==> src/rtl/accel_buffer_pkg.sv <==
// rtl/accel_buffer_pkg.sv - shared constants and read-FSM encoding for the sample ping-pong buffer
//
// Purpose: bank geometry, acknowledge timeout and read-side state encoding
//          shared by sample_pingpong_buffer and sample_bank_ram.
// Ports:   none (package).

package accel_buffer_pkg;

    localparam int BANK_DEPTH    = 16;
    localparam int PTR_BITS      = 4;
    localparam int WAIT_TIMEOUT  = 32;

    // One extra address bit selects the bank.
    localparam int ADDR_BITS     = PTR_BITS + 1;
    localparam int WAIT_CNT_BITS = $clog2(WAIT_TIMEOUT);

    localparam logic [PTR_BITS-1:0]      PTR_LAST  = PTR_BITS'(BANK_DEPTH - 1);
    localparam logic [WAIT_CNT_BITS-1:0] WAIT_LAST = WAIT_CNT_BITS'(WAIT_TIMEOUT - 1);

    typedef enum logic [1:0] {
        RD_IDLE     = 2'd0,
        RD_DRAIN    = 2'd1,
        RD_WAIT_AVG = 2'd2,
        RD_GAP      = 2'd3
    } rd_state_t;

    // Flat RAM address: bank bit on top, word pointer below.
    function automatic logic [ADDR_BITS-1:0] bank_addr(input logic bank,
                                                        input logic [PTR_BITS-1:0] ptr);
        return {bank, ptr};
    endfunction

endpackage

==> src/rtl/sample_bank_ram.sv <==
// rtl/sample_bank_ram.sv - two-bank sample storage, one write port, one registered read port
//
// Purpose: 32 x DATA_WIDTH storage holding both ping-pong banks.
// Ports:
//   clk      - rising-edge clock
//   reset    - asynchronous active-low reset, clears only the read register
//   wr_en    - write strobe
//   wr_addr  - write address {bank, word}
//   wr_data  - write data
//   rd_en    - read strobe; rd_data holds its value while low
//   rd_addr  - read address {bank, word}
//   rd_data  - registered read data

module sample_bank_ram
    import accel_buffer_pkg::*;
#(
    parameter int DATA_WIDTH = 12,
    parameter int DEPTH_BITS = ADDR_BITS
) (
    input  logic                  clk,
    input  logic                  reset,
    input  logic                  wr_en,
    input  logic [DEPTH_BITS-1:0] wr_addr,
    input  logic [DATA_WIDTH-1:0] wr_data,
    input  logic                  rd_en,
    input  logic [DEPTH_BITS-1:0] rd_addr,
    output logic [DATA_WIDTH-1:0] rd_data
);

    logic [DATA_WIDTH-1:0] mem [0:(1 << DEPTH_BITS) - 1];

    // Storage is intentionally left out of reset so it maps onto a plain RAM.
    always_ff @(posedge clk) begin
        if (wr_en) begin
            mem[wr_addr] <= wr_data;
        end
    end

    always_ff @(posedge clk or negedge reset) begin
        if (!reset) begin
            rd_data <= '0;
        end else if (rd_en) begin
            rd_data <= mem[rd_addr];
        end
    end

endmodule

==> src/rtl/sample_pingpong_buffer.sv <==
// rtl/sample_pingpong_buffer.sv - ping-pong buffer between SPI sampler and burst averager
//
// Purpose: collects 16-sample blocks into alternating banks and replays each
//          full bank as a 16-cycle burst to the averager, then waits for its
//          completion pulse (or a timeout) and a one-cycle idle gap.
// Ports:
//   clk             - rising-edge clock
//   reset           - asynchronous active-low reset
//   i_SPI_Data      - incoming sample, captured when i_SPI_Valid is high
//   i_SPI_Valid     - one-cycle sample strobe
//   i_AVG_Ready     - averager "average complete" pulse, honoured in WAIT_AVG only
//   o_MEM_Data      - sample presented to the averager
//   o_MEM_AddSignal - o_MEM_Data is valid for accumulation this cycle
//   o_MEM_Busy      - read FSM is not idle
//   o_MEM_Overflow  - sticky: a sample was dropped because its bank was full
//   o_MEM_Timeout   - sticky: the averager failed to acknowledge a burst in time

module sample_pingpong_buffer
    import accel_buffer_pkg::*;
#(
    parameter int DATA_WIDTH = 12
) (
    input  logic                  clk,
    input  logic                  reset,
    input  logic [DATA_WIDTH-1:0] i_SPI_Data,
    input  logic                  i_SPI_Valid,
    input  logic                  i_AVG_Ready,
    output logic [DATA_WIDTH-1:0] o_MEM_Data,
    output logic                  o_MEM_AddSignal,
    output logic                  o_MEM_Busy,
    output logic                  o_MEM_Overflow,
    output logic                  o_MEM_Timeout
);

    // ------------------------------------------------------------------
    // Write side
    // ------------------------------------------------------------------
    logic [PTR_BITS-1:0] wr_ptr;
    logic                wr_bank;
    logic [1:0]          bank_full;
    logic [1:0]          full_next;
    logic                wr_accept;
    logic                wr_last;

    // ------------------------------------------------------------------
    // Read side
    // ------------------------------------------------------------------
    rd_state_t                state;
    rd_state_t                state_next;
    logic                     rd_bank;
    logic [PTR_BITS-1:0]      rd_ptr;
    logic [PTR_BITS-1:0]      rd_ptr_next;
    logic [WAIT_CNT_BITS-1:0] wait_cnt;
    logic [WAIT_CNT_BITS-1:0] wait_cnt_next;
    logic                     rd_en;
    logic                     rd_release;
    logic                     timeout_hit;

    // A sample is only ever written into a non-full bank, so the bank being
    // drained (always full) can never be overwritten.
    always_comb begin
        wr_accept = i_SPI_Valid && !bank_full[wr_bank];
        wr_last   = wr_accept && (wr_ptr == PTR_LAST);
        full_next = bank_full;
        // Release and fill always target different banks: the read bank is
        // full and the write bank is not, so both can happen on one edge.
        if (rd_release) begin
            full_next[rd_bank] = 1'b0;
        end
        if (wr_last) begin
            full_next[wr_bank] = 1'b1;
        end
    end

    always_ff @(posedge clk or negedge reset) begin
        if (!reset) begin
            wr_ptr         <= '0;
            wr_bank        <= 1'b0;
            bank_full      <= 2'b00;
            o_MEM_Overflow <= 1'b0;
        end else begin
            bank_full <= full_next;
            if (wr_accept) begin
                wr_ptr <= wr_last ? '0 : wr_ptr + 1'b1;
                if (wr_last) begin
                    wr_bank <= ~wr_bank;
                end
            end
            if (i_SPI_Valid && bank_full[wr_bank]) begin
                o_MEM_Overflow <= 1'b1;
            end
        end
    end

    // ------------------------------------------------------------------
    // Read FSM. Word 0 is read on the IDLE->DRAIN edge and words 1..15 on
    // the following DRAIN edges, so the registered AddSignal spans exactly
    // 16 cycles. rd_ptr is back at 0 whenever the FSM is idle.
    // ------------------------------------------------------------------
    always_comb begin
        state_next    = state;
        rd_ptr_next   = rd_ptr;
        wait_cnt_next = wait_cnt;
        rd_en         = 1'b0;
        rd_release    = 1'b0;
        timeout_hit   = 1'b0;

        case (state)
            RD_IDLE: begin
                if (bank_full[rd_bank]) begin
                    rd_en       = 1'b1;
                    rd_ptr_next = rd_ptr + 1'b1;
                    state_next  = RD_DRAIN;
                end
            end
            RD_DRAIN: begin
                rd_en       = 1'b1;
                rd_ptr_next = rd_ptr + 1'b1;
                if (rd_ptr == PTR_LAST) begin
                    rd_release    = 1'b1;
                    wait_cnt_next = '0;
                    state_next    = RD_WAIT_AVG;
                end
            end
            RD_WAIT_AVG: begin
                if (i_AVG_Ready) begin
                    wait_cnt_next = '0;
                    state_next    = RD_GAP;
                end else if (wait_cnt == WAIT_LAST) begin
                    timeout_hit   = 1'b1;
                    wait_cnt_next = '0;
                    state_next    = RD_GAP;
                end else begin
                    wait_cnt_next = wait_cnt + 1'b1;
                end
            end
            RD_GAP: begin
                // One guaranteed idle cycle so the averager can clear its sum.
                state_next = RD_IDLE;
            end
            default: begin
                state_next = RD_IDLE;
            end
        endcase
    end

    always_ff @(posedge clk or negedge reset) begin
        if (!reset) begin
            state           <= RD_IDLE;
            rd_ptr          <= '0;
            rd_bank         <= 1'b0;
            wait_cnt        <= '0;
            o_MEM_AddSignal <= 1'b0;
            o_MEM_Busy      <= 1'b0;
            o_MEM_Timeout   <= 1'b0;
        end else begin
            state           <= state_next;
            rd_ptr          <= rd_ptr_next;
            wait_cnt        <= wait_cnt_next;
            o_MEM_AddSignal <= rd_en;
            o_MEM_Busy      <= (state_next != RD_IDLE);
            if (rd_release) begin
                rd_bank <= ~rd_bank;
            end
            if (timeout_hit) begin
                o_MEM_Timeout <= 1'b1;
            end
        end
    end

    // The RAM read register is the o_MEM_Data register: it only loads while
    // a burst word is being fetched, so the output holds between bursts.
    sample_bank_ram #(
        .DATA_WIDTH (DATA_WIDTH),
        .DEPTH_BITS (ADDR_BITS)
    ) u_bank_ram (
        .clk     (clk),
        .reset   (reset),
        .wr_en   (wr_accept),
        .wr_addr (bank_addr(wr_bank, wr_ptr)),
        .wr_data (i_SPI_Data),
        .rd_en   (rd_en),
        .rd_addr (bank_addr(rd_bank, rd_ptr)),
        .rd_data (o_MEM_Data)
    );

endmodule
==> config.mk <==
export PLATFORM = sky130hd
export DESIGN_NAME = sample_pingpong_buffer
export DESIGN_NICKNAME = d
export VERILOG_FILES = /design/src/rtl/accel_buffer_pkg.sv /design/src/rtl/sample_bank_ram.sv /design/src/rtl/sample_pingpong_buffer.sv
export SDC_FILE = /design/constraint.sdc
export NUM_CORES = 1
export LEC_CHECK = 0
export CAP_MARGIN = 0
export CORE_MARGIN = 3
export CORE_UTILIZATION = 47
export CTS_BUF_LIST = sky130_fd_sc_hd__clkbuf_4 sky130_fd_sc_hd__clkbuf_8 sky130_fd_sc_hd__clkbuf_16
export DETAILED_ROUTE_END_ITERATION = 8
export SKIP_LAST_GASP = 1
export SLEW_MARGIN = 15
export SYNTH_ARGS = -nofsm -noshare
export SYNTH_HDL_FRONTEND = slang
export SYNTH_SLANG_ARGS = --single-unit
==> constraint.sdc <==
create_clock -name clk -period 2.95 [get_ports clk]
set_input_delay 0.295 -clock clk [delete_from_list [all_inputs] [get_ports clk]]
set_output_delay 0.295 -clock clk [all_outputs]
set_load 0.005 [all_outputs]
Word-level counts from Yosys, hierarchy flattened
Memories as Yosys holds them, arrays and structs flattened. A register that Yosys moved wholly into a read port is not among the register bits. Index checks and enable logic that the tools add are counted.

Add/sub/neg operators: 3. Bitwise gates (word level): 5. Order comparisons: 4. Muxes and demuxes: 31. Reductions and logical operators: 14. Equality and inequality tests: 8.

Operators with widths (number): $mux W5 (3); $mux W1 (14); $mux W2 (6); $pmux W5 S2 (1); $add A4 B1 Y4 const B (2); $eq A4 B4 Y1 const B (2); $mux W4 (2); $pmux W2 S4 (1); $pmux W4 S2 (1); $reduce_and A2 Y1 (3); $reduce_bool A2 Y1 (3); $add A5 B1 Y5 const B (1); $eq A5 B5 Y1 const B (1); $logic_and A1 B1 Y1 (5); $eq A2 B2 Y1 const B (2); $lt A1 B2 Y1 const B (2); $ne A2 B2 Y1 const B (2); $and A2 B2 Y2 (1); $demux W1 S1 (2); $eq A2 B1 Y1 const B (1); $ge A1 B1 Y1 const B (2); $logic_not A1 Y1 (2); $logic_not A2 Y1 (1); $not A1 Y1 (2); 3 further kinds (3).

Register bits: 23. Memories: 1. RAM bits: 384. Output and inout bits: 16. Bits of input ports: 16. Logic and storage cells: 77.

Memory list: u_bank_ram.mem (words 32, width 12, rd ports 1, clocked after memory_dff 1, write ports 1, line sample_bank_ram.sv:30) `logic [DATA_WIDTH-1:0] mem [0:(1 << DEPTH_BITS) - 1];`.

Longest topological paths before layout
Gate-level depths: netlist of the first run.

Word-level depth: 9. Depth in mapped cells: 8. Gate-level depth less buffers: 7.

Hierarchy
From an unflattened synthesis of the first run, not the netlist that was laid out.

Cell total of the unflattened synthesis: 947. Area, all modules: 16636.0 um^2.

Modules (own cells, without submodules): sample_bank_ram (area an instance 15554.9 um^2, times used 1, cells each 857); sample_pingpong_buffer (area an instance 1081.0 um^2, times used 1, cells each 90).

Worst setup path after synthesis of the first run
No wires, ideal clock.

Kind: register -> register. Start: register wr_bank. End: memory u_bank_ram.mem[14][0] (enable). Cell stages (with the launch flop): 6. Required time: 2.554 ns. Setup slack: 0.452 ns. Buffers on the path: 1. Arrival time: 2.102 ns. Path through: dfrtp_1 -> mux2i_1 -> and2_1 -> clkbuf_1 -> nand2_1 -> nor3_1.

Cells in the longest elaborated chain, start to end: 6.

RTL lines: start, declared (line sample_pingpong_buffer.sv:39) `logic wr_bank;`; start signal, assigned (line sample_pingpong_buffer.sv:86) `wr_bank <= ~wr_bank;`; $mux W1 (not written as such) (2 in series) (line sample_pingpong_buffer.sv:62) `wr_accept = i_SPI_Valid && !bank_full[wr_bank];`; $logic_not A1 Y1 (line sample_pingpong_buffer.sv:62); $logic_and A1 B1 Y1 (line sample_pingpong_buffer.sv:62); $mux W1 (line sample_bank_ram.sv:34) `if (wr_en) begin`; $mux W1 (not written as such) (line sample_bank_ram.sv:35) `mem[wr_addr] <= wr_data;`; end, declared (line sample_bank_ram.sv:30).

Parallel ways exist; a longest one is shown, timed or not. The select of a mux whose other input is x is not followed.

==> flow_metrics.tcl, run 1 <==
set metrics [dict create \
    final_antenna_net_count 0 \
    placementRows 68 \
    wl_per_cell_um 24.5 \
    initialDrtViolationCount 579 \
    place_ws_ps 526 \
    grt_pass1_wl_mm 55.3 \
    max_stage_delay_ps 670 \
    die_w_um 194 \
    worst_slack_ps 567 \
    syn_avg_cell_area_um2 18.3 \
    io_pins 32 \
    first_pass_iters 4 \
    synthesis.instances 905 \
    wirelength_mm 36.6 \
    cts_tree "done" \
    slowest_stage "dfrtp_4" \
    worstPathArrival_ps 2780 \
    dpl.hpwl_mm 22.4 \
    slew_violations 0 \
    drcViolationCount 0 \
    die_area_um2 37600 \
    syn_area_um2 16600 \
    cts.sinks 419 \
    synth_area_leaders "edfxtp_1, mux2i_1, dfrtp_1, mux4_2, mux4_1" \
    synth.yosys.seq_area_share_pct 74.7 \
    worstPathCellList "buf_12 > buf_12 > mux4_1 > mux2i_1 > a221o_1 > a41oi_1" \
    cap_violations 0 \
    grt_pass1_vias 8722 \
    max_freq_mhz 420 \
    clk_pin_slew_worst_paths_ps 60 \
    worstSetupPathType "reg2reg" \
    worstReg2RegEnd "u_bank_ram.rd_data[11]" \
    critPathCaptureType "flip-flop" \
    crit_path_start_kind "flip-flop" \
    crit_fanout 25 \
    nNetsFinal 1034 \
    hold_path_class "in2async" \
    crit_buf_inv 2 \
    top_layer "met4" \
    irDropWorstVdd_uv 608 \
    max_slew_margin_pct 45.0 \
    grt_overflow_total 0 \
    cts_max_level 2 \
    yosysWarnings 0 \
    setup_violations 0 \
    yosysMostFrequentCell "edfxtp_1" \
    ff2ff_setup_slack_ps 570 \
    synth_edf_count 384 \
    tightest_slew_ps 825 \
    clk_path_buf_depth 3 \
    reg2reg_depth 6 \
    cp.depth 6 \
    fin_crit_sh_pct 80.8 \
    crit_required_ps 3350 \
    syn_nets 928 \
    critPathTopFamily "multiplexers" \
    totalPowerFinal_w 0.0176 \
    ys_types 45 \
    wl_met1_mm 16.2 \
    io_buffers 31 \
    clkLatencyLatePin_ps 540 \
    fin_hold_ws_ps 390 \
    num_vias 8510 \
    synth.largest_area_cell "edfxtp_1" \
    numCtsBuffers 44 \
    met3_length_mm 1.69 \
    yosys.area.top_type_share_pct 69.4 \
    hold_violations 0 \
    synth_flop_cell "edfxtp_1" \
    synth-async-reset-ratio_pct 8.35 \
    start_util_pct 47.8 \
    coreArea_um2 34700 \
    yosys-top-cells-count "edfxtp_1, mux2i_1, nor2_1" \
    grt_max_degree 60 \
    period_minus_slack_ps 2380 \
    cts_root_buffer "clkbuf_16" \
    n_antenna_cell 0 \
    status "completed" \
    route.met2.wl_mm 17.7 \
    tns_ps 0 \
    via_per_inst 5.68 \
    ys_seq_elements 419 \
    grt.total_usage_pct 19.5 \
    antenna_found_initial 0 \
    die_h_um 194 \
    path_common_cell "buf_12" \
    fin_skew_ps 14.2 \
    rsz0062_at_grt "no" \
    leakage_nw 6.63 \
    power.density_nw_per_um2 915 \
    drive_gt1_share_pct 20.1 \
    area_delta_synth_final_pct 15.6 \
    gp_congestion 0.812 \
    r2r-start "rd_ptr[0]" \
]
-- cells by family after synthesis --
family / after synthesis / synth area share, %
AND/OR/NAND/NOR: 119 / 3.18
adder cells (fa/ha/maj): 7 / 0.527
multiplexers: 172 / 13.5
buffers and inverters: 56 / 2.19
XOR/XNOR: 8 / 0.422
flip-flops: 419 / 74.7
AO/OA/AOI/OAI: 124 / 5.44
-- how the worst max path moves through the flow --
stage	startpoint	to	slack (ps)
finish	rd_ptr[0]	u_bank_ram.rd_data[11]	570
detailed placement	rd_ptr[0]	u_bank_ram.rd_data[11]	530
global route	rd_ptr[0]	u_bank_ram.rd_data[9]	420
floorplan	wr_bank	u_bank_ram.mem[14][0]	450
global placement	rd_ptr[0]	u_bank_ram.rd_data[11]	550
CTS	rd_ptr[0]	u_bank_ram.rd_data[11]	530
-- through the flow --
step | utilization, % | cells | instance area (um^2)
5_1_grt | 55.3 | 1498 | 19200
6_report | 55.3 | 1498 | 19200
4_1_cts | 55.3 | 1498 | 19200
2_1_floorplan | - | 905 | 16600
3_3_place_gp | 51.3 | 1419 | 17800
3_5_place_dp | 51.3 | 1419 | 17800
-- cell usage in the layout (no fill, tap or decap), types with 25 or more instances in the layout --
cell,Yosys,layout
a22oi_1,25,25
buf_4,8,73
clkbuf_16,0,46
clkdlybuf4s50_1,0,30
dfrtp_1,35,33
edfxtp_1,384,384
mux2i_1,110,110
mux4_2,25,25
nand2_1,25,25
nor2_1,51,51
-- area by class of cell --
| class | count | area [um^2] |
|---|---|---|
| flip-flops and latches | 419 | 12400 |
| clock buffers | 59 | 1260 |
| multi-input cells | 430 | 3860 |
| well taps | 455 | 569 |
| fillers | 2719 | 15500 |
| inverters | 7 | 26.3 |
| repair buffers | 109 | 943 |
| clock inverters | 19 | 123 |
-- repair_timing --
| action | CTS | global route |
|---|---|---|
| hold endpoints to repair | 35 | 0 |
| hold buffers | 1 | 0 |
| resized for setup | 0 | 0 |
| buffers inserted | 0 | 0 |
-- state kept, by name, indices dropped and copies added, names as in the netlist --
| name | cells |
|---|---|
| u_bank_ram.mem | 384 |
| u_bank_ram.rd_data | 12 |
| wait_cnt | 5 |
| rd_ptr | 4 |
| wr_ptr | 4 |
| bank_full | 2 |
| state | 2 |
| o_MEM_AddSignal | 1 |
| o_MEM_Busy | 1 |
| o_MEM_Overflow | 1 |
| o_MEM_Timeout | 1 |
| rd_bank | 1 |
| wr_bank | 1 |
-- per-layer routing --
| layer | global-route usage, % | up-vias |
|---|---|---|
| li1 | - | 3848 |
| met1 | 27.7 | 4360 |
| met2 | 31.8 | 240 |
| met3 | 2.83 | 62 |
| met4 | 6.09 | 0 |
| met5 | 0 | - |
-- power breakdown --
group | switching, W | leakage (nW) | internal, W
registers | 0.000431 | 3.88 | 0.00697
clock network | 0.00213 | 0.697 | 0.00308
logic | 0.00274 | 2.06 | 0.00221
Power figures use the tool's default switching activity.
==> run 2, diff against run 1 <==
- clock period: 2.95 -> 2.2 ns (I/O delays scaled with it)
==> run 2 against run 1 <==
Compared with the run above: sequential power grew 32%; via count increased by 1.5%; final area grew 1.3%; register-to-register slack worse by 500 ps; utilization grew 0.73 points; first-iteration DRC count rose by 34%.
==> flow_metrics.tcl, run 2 (synthesized netlist as in run 1, its figures left out) <==
set metrics [dict create \
    cts_max_level 2 \
    cts_root_buffer "clkbuf_16" \
    initialDrtViolationCount 776 \
    fin_crit_sh_pct 96.8 \
    irDropWorstVdd_uv 672 \
    cts.sinks 419 \
    cap_violations 0 \
    fin_skew_ps 20.6 \
    fillers 2692 \
    nNetsFinal 1052 \
    tightest_slew_ps 848 \
    drive_gt1_share_pct 20.9 \
    crit_fanout 13 \
    placementRows 68 \
    gp_congestion 0.882 \
    slew_violations 0 \
    totalPowerFinal_w 0.0241 \
    period_minus_slack_ps 2130 \
    worstPathCellList "buf_12 > mux4_1 > mux2i_1 > a221o_1 > a41oi_2" \
    area_delta_synth_final_pct 17.1 \
    leakage_nw 6.74 \
    max_stage_delay_ps 570 \
    mostFrequentLayoutCell "edfxtp_1" \
    fin_util_pct 56.0 \
    crit_path_start_kind "flip-flop" \
    r2r-start "rd_ptr[0]" \
    crit_buf_inv 1 \
    top_register "u_bank_ram.mem" \
    grt_overflow_total 0 \
    cts_tree "done" \
    layout_common_cells "edfxtp_1, mux2i_1, buf_4" \
    die_w_um 194 \
    worstReg2RegEnd "u_bank_ram.rd_data[4]" \
    start_util_pct 47.8 \
    die_area_um2 37600 \
    antenna_found_initial 1 \
    clk_path_buf_depth 3 \
    grt.total_usage_pct 20.2 \
    n_antenna_cell 0 \
    critPathCaptureType "flip-flop" \
    largest_reg_flops 384 \
    worstSetupPathType "reg2reg" \
    wirelength_mm 38.2 \
    final_antenna_net_count 0 \
    coreArea_um2 34700 \
    numCtsBuffers 43 \
    clk_pin_slew_worst_paths_ps 60 \
    grt_max_degree 33 \
    rsz0062_at_grt "yes" \
    power.density_nw_per_um2 1240 \
    grt_pass1_wl_mm 56.7 \
    hold_violations 0 \
    first_pass_iters 5 \
    hold_path_class "in2async" \
    slowest_stage "mux4_1" \
    max_freq_mhz 469 \
    setup_violations 0 \
    wl_per_cell_um 25.3 \
    critPathTopFamily "multiplexers" \
    crit_required_ps 2600 \
    status "completed" \
    reg2reg_depth 5 \
    die_h_um 194 \
    dpl.hpwl_mm 23.9 \
    ff2ff_setup_slack_ps 70 \
    io_pins 32 \
    reg_top3 "u_bank_ram.mem x384, u_bank_ram.rd_data x12, wait_cnt x5" \
    num_vias 8637 \
    drcViolationCount 0 \
    grt_pass1_vias 8662 \
    via_per_inst 5.71 \
    worstPathArrival_ps 2530 \
    max_slew_margin_pct 43.3 \
    io_buffers 31 \
    clkLatencyLatePin_ps 540 \
]
run 2: cell count changes in the layout (fill, tap and decap cells not counted), moves of 2 or more:
cell        previous run  this run
buf_12                 4        15
buf_4                 73        80
clkbuf_4              11         8
clkinv_1               5         9
clkinv_2              10         6
clkinvlp_4             2         0
run 2: how the worst max path moves through the flow:
| stage | cells after the start | start | end | slack, ps |
|---|---|---|---|---|
| 2_1_floorplan | 5 | wr_bank | u_bank_ram.mem[26][0] | 4 |
| 3_3_place_gp | 7 | rd_ptr[0] | u_bank_ram.rd_data[9] | 40 |
| 3_5_place_dp | 7 | rd_ptr[0] | u_bank_ram.rd_data[4] | 30 |
| 4_1_cts | 7 | rd_ptr[0] | u_bank_ram.rd_data[9] | 20 |
| 5_1_grt | 6 | rd_ptr[1] | u_bank_ram.rd_data[9] | -5 |
| 6_report | 5 | rd_ptr[0] | u_bank_ram.rd_data[4] | 70 |
run 2: cell type report:
class,count,area (um^2),area share (%)
clock inverters,17,124,0.637
multi-input cells,430,3860,19.9
clock buffers,56,1230,6.31
repair buffers,128,1230,6.31
well taps,455,569,2.93
flip-flops and latches,419,12400,63.8
inverters,7,26.3,0.135
run 2: through the flow:
stage	cells	area (um^2)	hold WS [ps]	setup TNS [ps]	worst slack, ps
finish	1512	19400	218	0	69.3
global route	1512	19400	242	-4.52	-4.52
global placement	1437	18100	248	0	37.3
CTS	1512	19400	215	0	18.9
detailed placement	1437	18100	253	0	25.7
floorplan	905	16600	-75.6	0	3.96
run 2: worst register-to-register path, cell delays in order (launching register included):
cell and delay (ps):
dfrtp_4 500, buf_12 180, mux4_1 580, mux2i_1 340, a221o_1 290, a41oi_2 120
run 2: metal layers:
| layer | global-route usage, % | wire length (um) |
|---|---|---|
| met4 | 5.72 | 954 |
| met5 | 0 | 0 |
| met2 | 32.3 | 18300 |
| met1 | 29.3 | 17000 |
| met3 | 3.16 | 1910 |
run 2: what timing repair did:
action | CTS | global route
buffers inserted | 1 | 0
pin swaps | 0 | 0
hold buffers | 1 | 0
hold endpoints to repair | 21 | 0
gates resized for setup | 0 | 2
endpoints found under the setup margin | 1 | 7
run 2: power by group:
group / total (W) / leakage [nW] / switching (W) / internal (W)
Clock: 0.00698 / 0.679 / 0.00285 / 0.00413
Combinational: 0.00738 / 2.19 / 0.00409 / 0.00329
Sequential: 0.00975 / 3.88 / 0.000401 / 0.00935
